## config.mk

```make
export PLATFORM = sky130hd
export DESIGN_NAME = register_file
export DESIGN_NICKNAME = d
export VERILOG_FILES = /design/src/rtl/register_file_pkg.sv /design/src/rtl/register_word.sv /design/src/rtl/register_file.sv
export SDC_FILE = /design/constraint.sdc
export NUM_CORES = 1
export LEC_CHECK = 0
export CORE_MARGIN = 3
export CORE_UTILIZATION = 40
export DETAILED_ROUTE_END_ITERATION = 16
export GPL_TIMING_DRIVEN = 0
export HOLD_SLACK_MARGIN = 0.06
export PLACE_DENSITY = 0.59
export SLEW_MARGIN = 20
export SYNTH_ARGS = -nofsm -noshare
export SYNTH_HDL_FRONTEND = slang
export SYNTH_SLANG_ARGS = --single-unit
```

## constraint.sdc

```tcl
create_clock -name clk -period 1.9 [get_ports clk]
set_clock_uncertainty 0.15 [all_clocks]
set_input_delay 0.285 -clock clk [delete_from_list [all_inputs] [get_ports clk]]
set_output_delay 0.285 -clock clk [all_outputs]
set_load 0.01 [all_outputs]
```

## src/rtl/register_file_pkg.sv

```systemverilog
// -----------------------------------------------------------------------------
// register_file_pkg
//   Shared sizing for the register file and its storage words.
//   DEF_DATA_W : default word width in bits.
//   DEF_ADDR_W : default address width in bits (2**DEF_ADDR_W registers).
//   regCount() : number of registers addressed by an address of a given width.
// -----------------------------------------------------------------------------
package register_file_pkg;

  localparam int DEF_DATA_W = 32;
  localparam int DEF_ADDR_W = 3;

  function automatic int regCount(input int addrW);
    return 1 << addrW;
  endfunction

endpackage

```

## src/rtl/register_word.sv

```systemverilog
// -----------------------------------------------------------------------------
// register_word
//   One DATA_W-bit storage word with load enable and asynchronous clear.
//   Ports:
//     clk   in   clock, loads on rising edge
//     clrN  in   asynchronous active-low clear to zero
//     load  in   load enable; when high, d is captured at the rising edge
//     d     in   DATA_W  data to load
//     q     out  DATA_W  stored word
// -----------------------------------------------------------------------------
module register_word
  import register_file_pkg::*;
#(
  parameter int DATA_W = DEF_DATA_W
) (
  input  logic              clk,
  input  logic              clrN,
  input  logic              load,
  input  logic [DATA_W-1:0] d,
  output logic [DATA_W-1:0] q
);

  always_ff @(posedge clk or negedge clrN) begin
    if (!clrN) begin
      q <= '0;
    end else if (load) begin
      q <= d;
    end
  end

endmodule

```

## src/rtl/register_file.sv

```systemverilog
// -----------------------------------------------------------------------------
// register_file
//   2**ADDR_W x DATA_W register file with one write port and one
//   asynchronous (combinational) read port, usable in the same cycle.
//   There is no write-through bypass: a read of the address being written
//   shows the old contents until the clock edge.
//   Ports:
//     clk      in   clock, writes on rising edge
//     reset_n  in   asynchronous active-low reset, clears every register
//     wAddr    in   ADDR_W  write address
//     wData    in   DATA_W  write data
//     we       in   write enable, active-high
//     rAddr    in   ADDR_W  read address
//     rData    out  DATA_W  contents of the register at rAddr
// -----------------------------------------------------------------------------
module register_file
  import register_file_pkg::*;
#(
  parameter int DATA_W = DEF_DATA_W,
  parameter int ADDR_W = DEF_ADDR_W
) (
  input  logic              clk,
  input  logic              reset_n,
  input  logic [ADDR_W-1:0] wAddr,
  input  logic [DATA_W-1:0] wData,
  input  logic              we,
  input  logic [ADDR_W-1:0] rAddr,
  output logic [DATA_W-1:0] rData
);

  localparam int NUM_REGS = regCount(ADDR_W);

  logic [NUM_REGS-1:0] wSel;
  logic [DATA_W-1:0]   words [NUM_REGS];

  // One-hot write select; all zero when we is low so nothing can load.
  always_comb begin
    wSel = '0;
    for (int i = 0; i < NUM_REGS; i++) begin
      wSel[i] = we && (wAddr == ADDR_W'(i));
    end
  end

  for (genvar g = 0; g < NUM_REGS; g++) begin : gWord
    register_word #(
      .DATA_W(DATA_W)
    ) uWord (
      .clk (clk),
      .clrN(reset_n),
      .load(wSel[g]),
      .d   (wData),
      .q   (words[g])
    );
  end

  // Words clear asynchronously, so the mux alone returns zero during reset.
  always_comb begin
    rData = words[rAddr];
  end

endmodule

```

==> impl_metrics.ini, run 1 <==
[outcome]
outcome = complete, but fails checks
violations = setup timing

[timing]
fin_crit_ns = 2.25
whs_ns = 0.121
rsz0062_at_grt = true
hold_viol = 0
postLayoutSetupSlackWorst_ns = -0.354
fin_setup_tns_ns = -10.47
fmax_mhz = 444
tightest_slew_ns = 0.572
slew_viol_final = 0
setup_viol = 32
finalCritPeriodShare_pct = 119
slew_headroom_pct = 61.9

[final_layout]
final_common_cell = dfrtp_1
regMostFlops = gWord.uWord.q
final_nets = 821
diodes = 0
regArea_um2 = 6410
reg.largest.list = gWord.uWord.q x256
final_area_um2 = 14000
n_fill_cell = 2369
multi_input_area_um2 = 4880
largest_reg_flops = 256
drive_above_1_share_pct = 61.5
area_growth_pct = 20.0
stdcell_count = 1180
final_cell_mix = dfrtp_1 (256), mux2_2 (250), mux4_2 (63)

[logic_synthesis]
syn_area_um2 = 11600
ys_ff_latch = 256
yosysSeqAreaShare_pct = 55.0
syn_avg_cell_area_um2 = 17.5
synth_nets = 706
synthCells = 665
ys_types = 15
yosys_warnings = 0

[run]
cap_violations = 0

[grt]
grt_pass1_wl_um = 43600
grt_max_degree = 95
antenna_found_initial = 0
grt_pass1_vias = 7180
grt_overflow = 0
grtUsageTotal_pct = 18.3

[routing]
vias = 6377
drt_iter0_markers = 369
finalWirelength_um = 28200
drc = 0
antenna_left = 0
dr.pass1.iters = 5
vias_per_cell = 5.40
wl_per_cell_um = 23.9

[setup_path]
cp_slowest_stage_delay_ns = 0.48
path_buf_inv = 1
critical_path_class = flop to output port
cp_data_arrival_time_ns = 1.82
worstPathMaxFanout = 2
critPathLaunchType = flop
slowest_stage = mux4_2
cp-end-kind = output port
required_ns = 1.46
path_cells = mux4_2 -> mux2_4 -> buf_6
crit_family = multiplexers

[floorplanning]
ios = 73
fp-row-count = 61
die_x_um = 177
start_util_pct = 41.2
fp.dieArea_um2 = 31200
dieHeight_um = 177
coreArea_um2 = 28200

[power_and_ir_drop]
power_density_nw_per_um2 = 1170
vdd_ir_drop_max_v = 0.000709
p_leak_nw = 5.97

[place]
pre_cts_ws_ns = -0.949
dpl-instance-area_um2 = 12800
io_buffers = 65
dp_hpwl_um = 17700
gp_congestion = 0.729
placedCellCount = 1110

[clock_network]
htree_levels = 1
clock_latency_ns = 0.53
clk_pin_slew_worst_paths_ns = 0.06
cts_buffers = 29
cts.sinks = 256
root_buffer = clkbuf_16
cts_tree = yes
clockBufferDepth = 3

[hold_path]
hold_path.class = primary input to async pin
worst register-to-register path, stage by stage, from the launching register on:
cell and delay, ns:
dfrtp_1 0.38, buf_4 0.13, buf_4 0.12, mux2_2 0.26
logic make-up after synthesis:
group | count (synthesis) | synth area share, %
buffers and inverters | 49 | 2.69
muxes | 352 | 41.5
and+or+nand+nor | 8 | 0.742
DFF | 256 | 55.0
timing repair:
item / CTS / global route
endpoints found under the hold margin: 76 / 0
setup buffers: 11 / 5
setup endpoints to repair: 32 / 119
resized for setup: 229 / 9
hold buffers: 1 / 0
cell usage after synthesis, drive strengths merged:
cell type  instances  area (um^2)
mux2             288         3240
nand4b             3         26.3
nor4b              1         23.8
nand4              1         6.26
nor4bb             3         30.0
buf               44          290
dfrtp            256         6410
clkbuf             5         22.5
mux4              64         1590
path summary, 6_finish.rpt:
| path | from | to | slack, ns | cells past startpoint |
|---|---|---|---|---|
| min in group clk | wAddr[2] | gWord[0].uWord.q[11] | 0.13 | 3 |
| max in group asynchronous | reset_n | gWord[7].uWord.q[18] | 0.25 | 4 |
| worst max register to register | gWord[5].uWord.q[8] | gWord[5].uWord.q[8] | 0.75 | 3 |
| worst min-delay path | reset_n | gWord[0].uWord.q[2] | 0.12 | 2 |
| worst min register to register | gWord[2].uWord.q[8] | gWord[2].uWord.q[8] | 0.34 | 1 |
| worst max-delay path | gWord[0].uWord.q[11] | rData[11] | -0.35 | 3 |
where the power goes:
group | leakage (nW) | switching [W] | total [W] | internal, W
Combinational | 2.41 | 0.00118 | 0.00343 | 0.00225
Sequential | 3.07 | 0.000611 | 0.00727 | 0.00666
Clock | 0.496 | 0.00218 | 0.00565 | 0.00346
metrics by stage:
| step | util (%) | power [W] |
|---|---|---|
| floorplan | - | 0.00918 |
| global placement | 45.2 | 0.0102 |
| detailed placement | 45.4 | 0.0104 |
| CTS | 49.3 | 0.0165 |
| global route | 49.5 | 0.0171 |
| finish | 49.5 | 0.0163 |
layer usage:
metal  GRT usage, %  vias to the layer above  wire length (um)
met5              0                        -                 0
met4           3.99                        0               612
met3           2.71                       36               923
met2           31.7                      128             14300
met1           24.7                     3479             12300
li1               -                     2734                 -
area by class of cell:
type                            count  area share, %
Clock inverter                     15           1.12
Buffer                             49           2.42
Tap cell                          378           3.38
Timing Repair Buffer               84           6.34
Clock buffer                       38           5.94
Sequential cell                   256           45.8
Multi-Input combinational cell    360           35.0
(Power assumes the default switching activity.)
==> inputs of run 2 (changes only) <==
Settings changed: CORE_MARGIN 3 to default, PLACE_DENSITY 0.59 to 0.61.
Clock period 1.9 ns to 2.05 ns, I/O delays scaled along.
==> run 2 against run 1 <==
The run still ends with setup timing left. Register-to-register slack improved by 0.15 ns. Setup slack better by 0.12 ns. Utilization decreased by 0.82 points. Global-route usage up 0.97 points. Critical endpoint is now rData[14].
==> impl_metrics.ini, run 2 (synthesis gave the netlist of run 1 again) <==
[outcome]
outcome = complete, but fails checks
violations = setup timing

[hold_path]
min_path_cells = 3
hold_path.class = primary input to flop
hp-start = wAddr[2]
holdPathEnd = gWord[0].uWord.q[11]

[setup_path]
r2r-start = gWord[5].uWord.q[0]
r2r_slack_ns = 0.90
path_cells = mux4_2 -> mux2_4 -> buf_6
reg2reg_to = gWord[5].uWord.q[0]
slowest_stage = mux4_2
worstPathMaxFanout = 2
critical_path_class = flop to output port
reg2reg_depth = 3
critPathLaunchType = flop
cp-end-kind = output port
cp_slowest_stage_delay_ns = 0.47
required_ns = 1.59
cp_data_arrival_time_ns = 1.82

[timing]
setup_viol = 32
slew_headroom_pct = 53.7
finalCritPeriodShare_pct = 111
rsz0062_at_grt = true
tightest_slew_ns = 0.695
hold_viol = 0
fmax_mhz = 438
slew_viol_final = 0
fin_crit_ns = 2.28
postLayoutSetupSlackWorst_ns = -0.232

[run]
cap_violations = 0

[final_layout]
stdcell_count = 1190
diodes = 0
final_nets = 827
reg.largest.list = gWord.uWord.q x256
drive_above_1_share_pct = 60.7
area_growth_pct = 20.0
regMostFlops = gWord.uWord.q
final_common_cell = dfrtp_1
largest_reg_flops = 256
fin_util_pct = 48.7
final_cell_mix = dfrtp_1 (256), mux2_2 (250), mux4_2 (62)

[floorplanning]
dieHeight_um = 173
coreArea_um2 = 28700
start_util_pct = 40.6
fp.dieArea_um2 = 29800
die_x_um = 173
fp-row-count = 62
ios = 73

[power_and_ir_drop]
combinationalPowerShare_pct = 21.5
p_seq_share_pct = 45.1
pwr-share-clk_pct = 33.5
vdd_ir_drop_max_v = 0.000706
p_switching_w = 0.00363
p_leak_nw = 5.97
power.internal_w = 0.0113
switching_share_pct = 24.3
power_density_nw_per_um2 = 1070

[clock_network]
clockBufferDepth = 3
cts.sinks = 256
cts_tree = yes
htree_levels = 1
clock_latency_ns = 0.53
clk_pin_slew_worst_paths_ns = 0.06
cts_buffers = 29
root_buffer = clkbuf_16

[routing]
dr.pass1.iters = 4
antenna_left = 0
wl_per_cell_um = 23.5
finalWirelength_um = 27900
vias = 6508
drt_iter0_markers = 346
vias_per_cell = 5.47
drc = 0

[grt]
grt_overflow = 0
grt_max_degree = 97
grtUsageTotal_pct = 19.3
antenna_found_initial = 0
grt_pass1_vias = 7292
grt_pass1_wl_um = 44200

[place]
dp_hpwl_um = 17600
placedCellCount = 1116
io_buffers = 65
gp_congestion = 0.735
==> run 2: cell types whose count changed in the layout (fill, tap and decap cells not counted), moves of 2 or more <==
cell / change
bufinv_16: -2
clkbuf_1: +7
clkinv_2: -8
buf_4: +5
clkbuf_8: +2
==> run 2: worst max-delay path: cells and delay by family, from the launching register on <==
family | cells | cell delay (ns)
multiplexers | 2 | 0.78
buffers and inverters | 1 | 0.12
flip-flops | 1 | 0.39
==> run 2: worst max path at each step <==
stage,start,to,slack (ns)
detailed placement,rAddr[2],rData[21],-0.85
global placement,reset_n,gWord[2].uWord.q[18],-9.38
global route,gWord[5].uWord.q[7],rData[7],-0.28
finish,gWord[0].uWord.q[14],rData[14],-0.23
CTS,gWord[0].uWord.q[14],rData[14],-0.25
floorplan,rAddr[0],rData[10],0.16
==> run 2: power groups by stage <==
stage                     registers [W]  clock network [W]  logic [W]
after floorplan                 0.00656                  0    0.00194
after global placement          0.00666                  0    0.00276
after detailed placement        0.00679                  0    0.00289
after CTS                       0.00673            0.00514    0.00318
after global routing            0.00686            0.00536    0.00344
final                           0.00674            0.00501    0.00321
==> run 2: through the flow <==
stage               hold slack (ns)  area, um^2  worst slack [ns]  power [W]  TNS (ns)
finish                        0.142       14000            -0.232     0.0150     -6.39
global route                  0.128       14000            -0.282     0.0157     -8.11
CTS                           0.116       13900            -0.254     0.0150     -7.22
detailed placement            0.212       12800            -0.853    0.00968    -25.54
global placement              0.310       12800             -9.38    0.00942  -2418.94
floorplan                    -0.138       11600             0.162    0.00850         0
==> run 2: timing repair <==
item | CTS | global route
pin swaps | 0 | 0
gates cloned | 0 | 0
hold buffers | 1 | 0
setup buffers | 12 | 10
endpoints found under the setup margin | 32 | 32
gates resized for setup | 229 | 6
endpoints found under the hold margin | 84 | 0
==> run 2: area by class of cell <==
cell class	instances	area, um^2
flip-flops and latches	256	6410
clock buffers	47	883
plain buffers	49	335
multi-input cells	360	4890
fillers	2417	14700
repair buffers	90	926
clock inverters	4	48.8
well taps	384	480
==> run 2: metal layers <==
| metal | routed length, um | vias up | GRT usage (%) |
|---|---|---|---|
| met5 | 0 | - | 0 |
| met4 | 787 | 0 | 5.51 |
| met3 | 884 | 54 | 2.88 |
| met2 | 14300 | 117 | 33.1 |
| met1 | 12000 | 3580 | 25.4 |
| li1 | - | 2757 | - |
==> inputs of run 3 (changes only) <==
Settings changed: CELL_PAD_IN_SITES_DETAIL_PLACEMENT from default to 0, CELL_PAD_IN_SITES_GLOBAL_PLACEMENT from default to 1, GPL_ROUTABILITY_DRIVEN from default to 0, PLACE_DENSITY 0.61 to 0.67, SYNTH_HIERARCHICAL from default to 1.
==> run 3 against run 2 <==
The flow still finishes with violations (setup timing). Fmax shrank 0.56%. Via count grew 2.6%. Utilization up 1.3 points. Setup slack got worse by 0.013 ns. Hold slack got worse by 0.043 ns. First-iteration DRC count shrank 12%. Critical path depth did not move. Non-clock buffer count grew 59. Synthesized cell count is 0.90% higher. Final cell count grew 7.1%. Clock power is 12% higher. Power rose by 12%. Highest routed layer unchanged.
==> impl_metrics.ini, run 3 <==
[floorplanning]
die_x_um = 182
start_util_pct = 40.8
coreArea_um2 = 31600
dieHeight_um = 182
fp-row-count = 65
ios = 73
fp.dieArea_um2 = 33000

[grt]
grtUsageTotal_pct = 18.7
grt_pass1_vias = 7438
grt_pass1_wl_um = 47100
grt_overflow = 0
grt_max_degree = 110
antenna_found_initial = 0

[final_layout]
regMostFlops = gWord.uWord/q
regArea_um2 = 6410
n_fill_cell = 2550
fin_util_pct = 50.0
final_nets = 891
drive_above_1_share_pct = 64.1
multi_input_area_um2 = 5770
final_cell_mix = mux2_4 (270), dfrtp_1 (256), buf_4 (82)
reg.largest.list = gWord.uWord/q x256
area_growth_pct = 22.6
largest_reg_flops = 256
final_common_cell = mux2_4
diodes = 0
final_area_um2 = 15800

[power_and_ir_drop]
combinationalPowerShare_pct = 25.6
p_leak_nw = 7.08
p_total_w = 0.0167
p_switching_w = 0.00399
vdd_ir_drop_max_v = 0.000737
power_density_nw_per_um2 = 1060
switching_share_pct = 23.9
p_seq_share_pct = 40.7
power.internal_w = 0.0127
pwr-share-clk_pct = 33.7

[setup_path]
required_ns = 1.59
reg2reg_depth = 3
critical_path_class = flop to output port
cp_data_arrival_time_ns = 1.84
critPathLaunchType = flop
cp_slowest_stage_delay_ns = 0.48
reg2reg_to = gWord[4].uWord/q[23]
crit_path_start = gWord[5].uWord/q[23]
r2r-start = gWord[4].uWord/q[23]
cp-end-kind = output port
r2r_slack_ns = 0.89
slowest_stage = mux4_2
worstPathMaxFanout = 2
path_cells = mux4_2 -> mux2_4 -> buf_6

[logic_synthesis]
synth_nets = 712
yosys_warnings = 6
synth_most_common_cell = dfrtp_1
dominantRegCellSynth = dfrtp_1
async_flop_share_pct = 100
ys_ff_latch = 256
yosys.area.top_type = dfrtp_1
syn_avg_cell_area_um2 = 19.2
synth.top_cell.area_share_pct = 49.7
synth.area.top_cells = dfrtp_1 (50%), mux2_4 (28%), mux4_1 (8.1%)
synthTopCellsByCount = dfrtp_1 (256), mux2_4 (240), mux2_2 (48)
syn_area_um2 = 12900
ys_types = 14
synthCells = 671
synth-edff-count = 0
yosysSeqAreaShare_pct = 49.7

[timing]
finalCritPeriodShare_pct = 112
fin_crit_ns = 2.30
rsz0062_at_grt = true
setup_viol = 32
tightest_slew_ns = 0.571
postLayoutSetupSlackWorst_ns = -0.245
slew_headroom_pct = 61.9
whs_ns = 0.0984
slew_viol_final = 0
hold_viol = 0
fmax_mhz = 436

[clock_network]
clockBufferDepth = 3
htree_levels = 1
cts_tree = yes
cts_buffers = 29
clk_pin_slew_worst_paths_ns = 0.06
cts.sinks = 256
root_buffer = clkbuf_16
clock_latency_ns = 0.53

[routing]
vias = 6676
drc = 0
dr.pass1.iters = 4
antenna_left = 0
drt_iter0_markers = 305
finalWirelength_um = 29900
vias_per_cell = 5.24
wl_per_cell_um = 23.5

[hold_path]
hold_path.class = primary input to async pin

[outcome]
violations = setup timing
outcome = complete, but fails checks

[run]
cap_violations = 0

[place]
dp_hpwl_um = 18200
io_buffers = 69
dpl-instance-area_um2 = 14200
run 3: cell types whose count changed after synthesis, moves of 2 or more:
cell	delta
nand2b_1	+3
nor4bb_1	-3
buf_6	+8
nor2_1	+6
buf_2	-16
clkbuf_2	-3
nor3_1	+2
buf_12	+24
buf_4	-12
mux2_4	+240
nand4b_1	-3
mux2_1	-9
mux2_2	-231
nand2_1	+2
run 3: layer usage:
metal  wire (um)  vias to the layer above  track usage (%)
met5           0                        -                0
met4         686                        0             5.08
met3        1190                       46             2.57
met2       14500                      152             31.1
met1       13500                     3620             25.7
li1            -                     2858                -
run 3: worst max-delay path by stage:
stage / to / slack [ns] / cells past startpoint
global placement: gWord[6].uWord/q[4] / -9.37 / 1
CTS: rData[20] / -0.27 / 3
finish: rData[23] / -0.25 / 3
detailed placement: rData[29] / -0.97 / 5
global route: rData[23] / -0.30 / 3
floorplan: rData[29] / 0.16 / 4
run 3: area by class of cell:
| class | instances | area share, % |
|---|---|---|
| sequential | 256 | 40.5 |
| multi-input combinational | 365 | 36.5 |
| timing repair buffer | 148 | 8.67 |
| clock buffer | 37 | 5.10 |
| buffer | 50 | 4.54 |
| tap | 402 | 3.18 |
| clock inverter | 16 | 1.53 |
run 3: worst max-delay path: cells and delay by family, from the launching register on:
family / cells / cell delay (ns)
buf+inv: 1 / 0.12
flops: 1 / 0.38
mux: 2 / 0.78
run 3: through the flow:
stage               TNS [ns]  instances  setup WS (ns)
floorplan                  0        671          0.162
global placement    -2422.49       1142          -9.37
detailed placement    -36.32       1144         -0.968
CTS                    -7.88       1236         -0.274
global route           -8.66       1274         -0.297
finish                 -7.00       1274         -0.245
run 3: logic make-up after synthesis:
family,count (synthesis),share of synthesized area (%)
buf+inv,50,5.41
flops,256,49.7
mux,352,44.5
simple gates,13,0.456
run 3: timing repair:
item                                    CTS  global route
resized for setup                       236             3
endpoints found under the hold margin   256             0
setup buffers                            38            38
cloned                                    0             0
hold buffers                              1             0
endpoints found under the setup margin   32            32
run 3: power by group through the flow:
stage	clock network [W]	logic [W]	registers, W
5_1_grt	0.00599	0.00456	0.00692
6_report	0.00563	0.00427	0.00680
3_5_place_dp	0	0.00357	0.00685
3_3_place_gp	0	0.00346	0.00675
2_1_floorplan	0	0.00260	0.00661
4_1_cts	0.00576	0.00407	0.00679
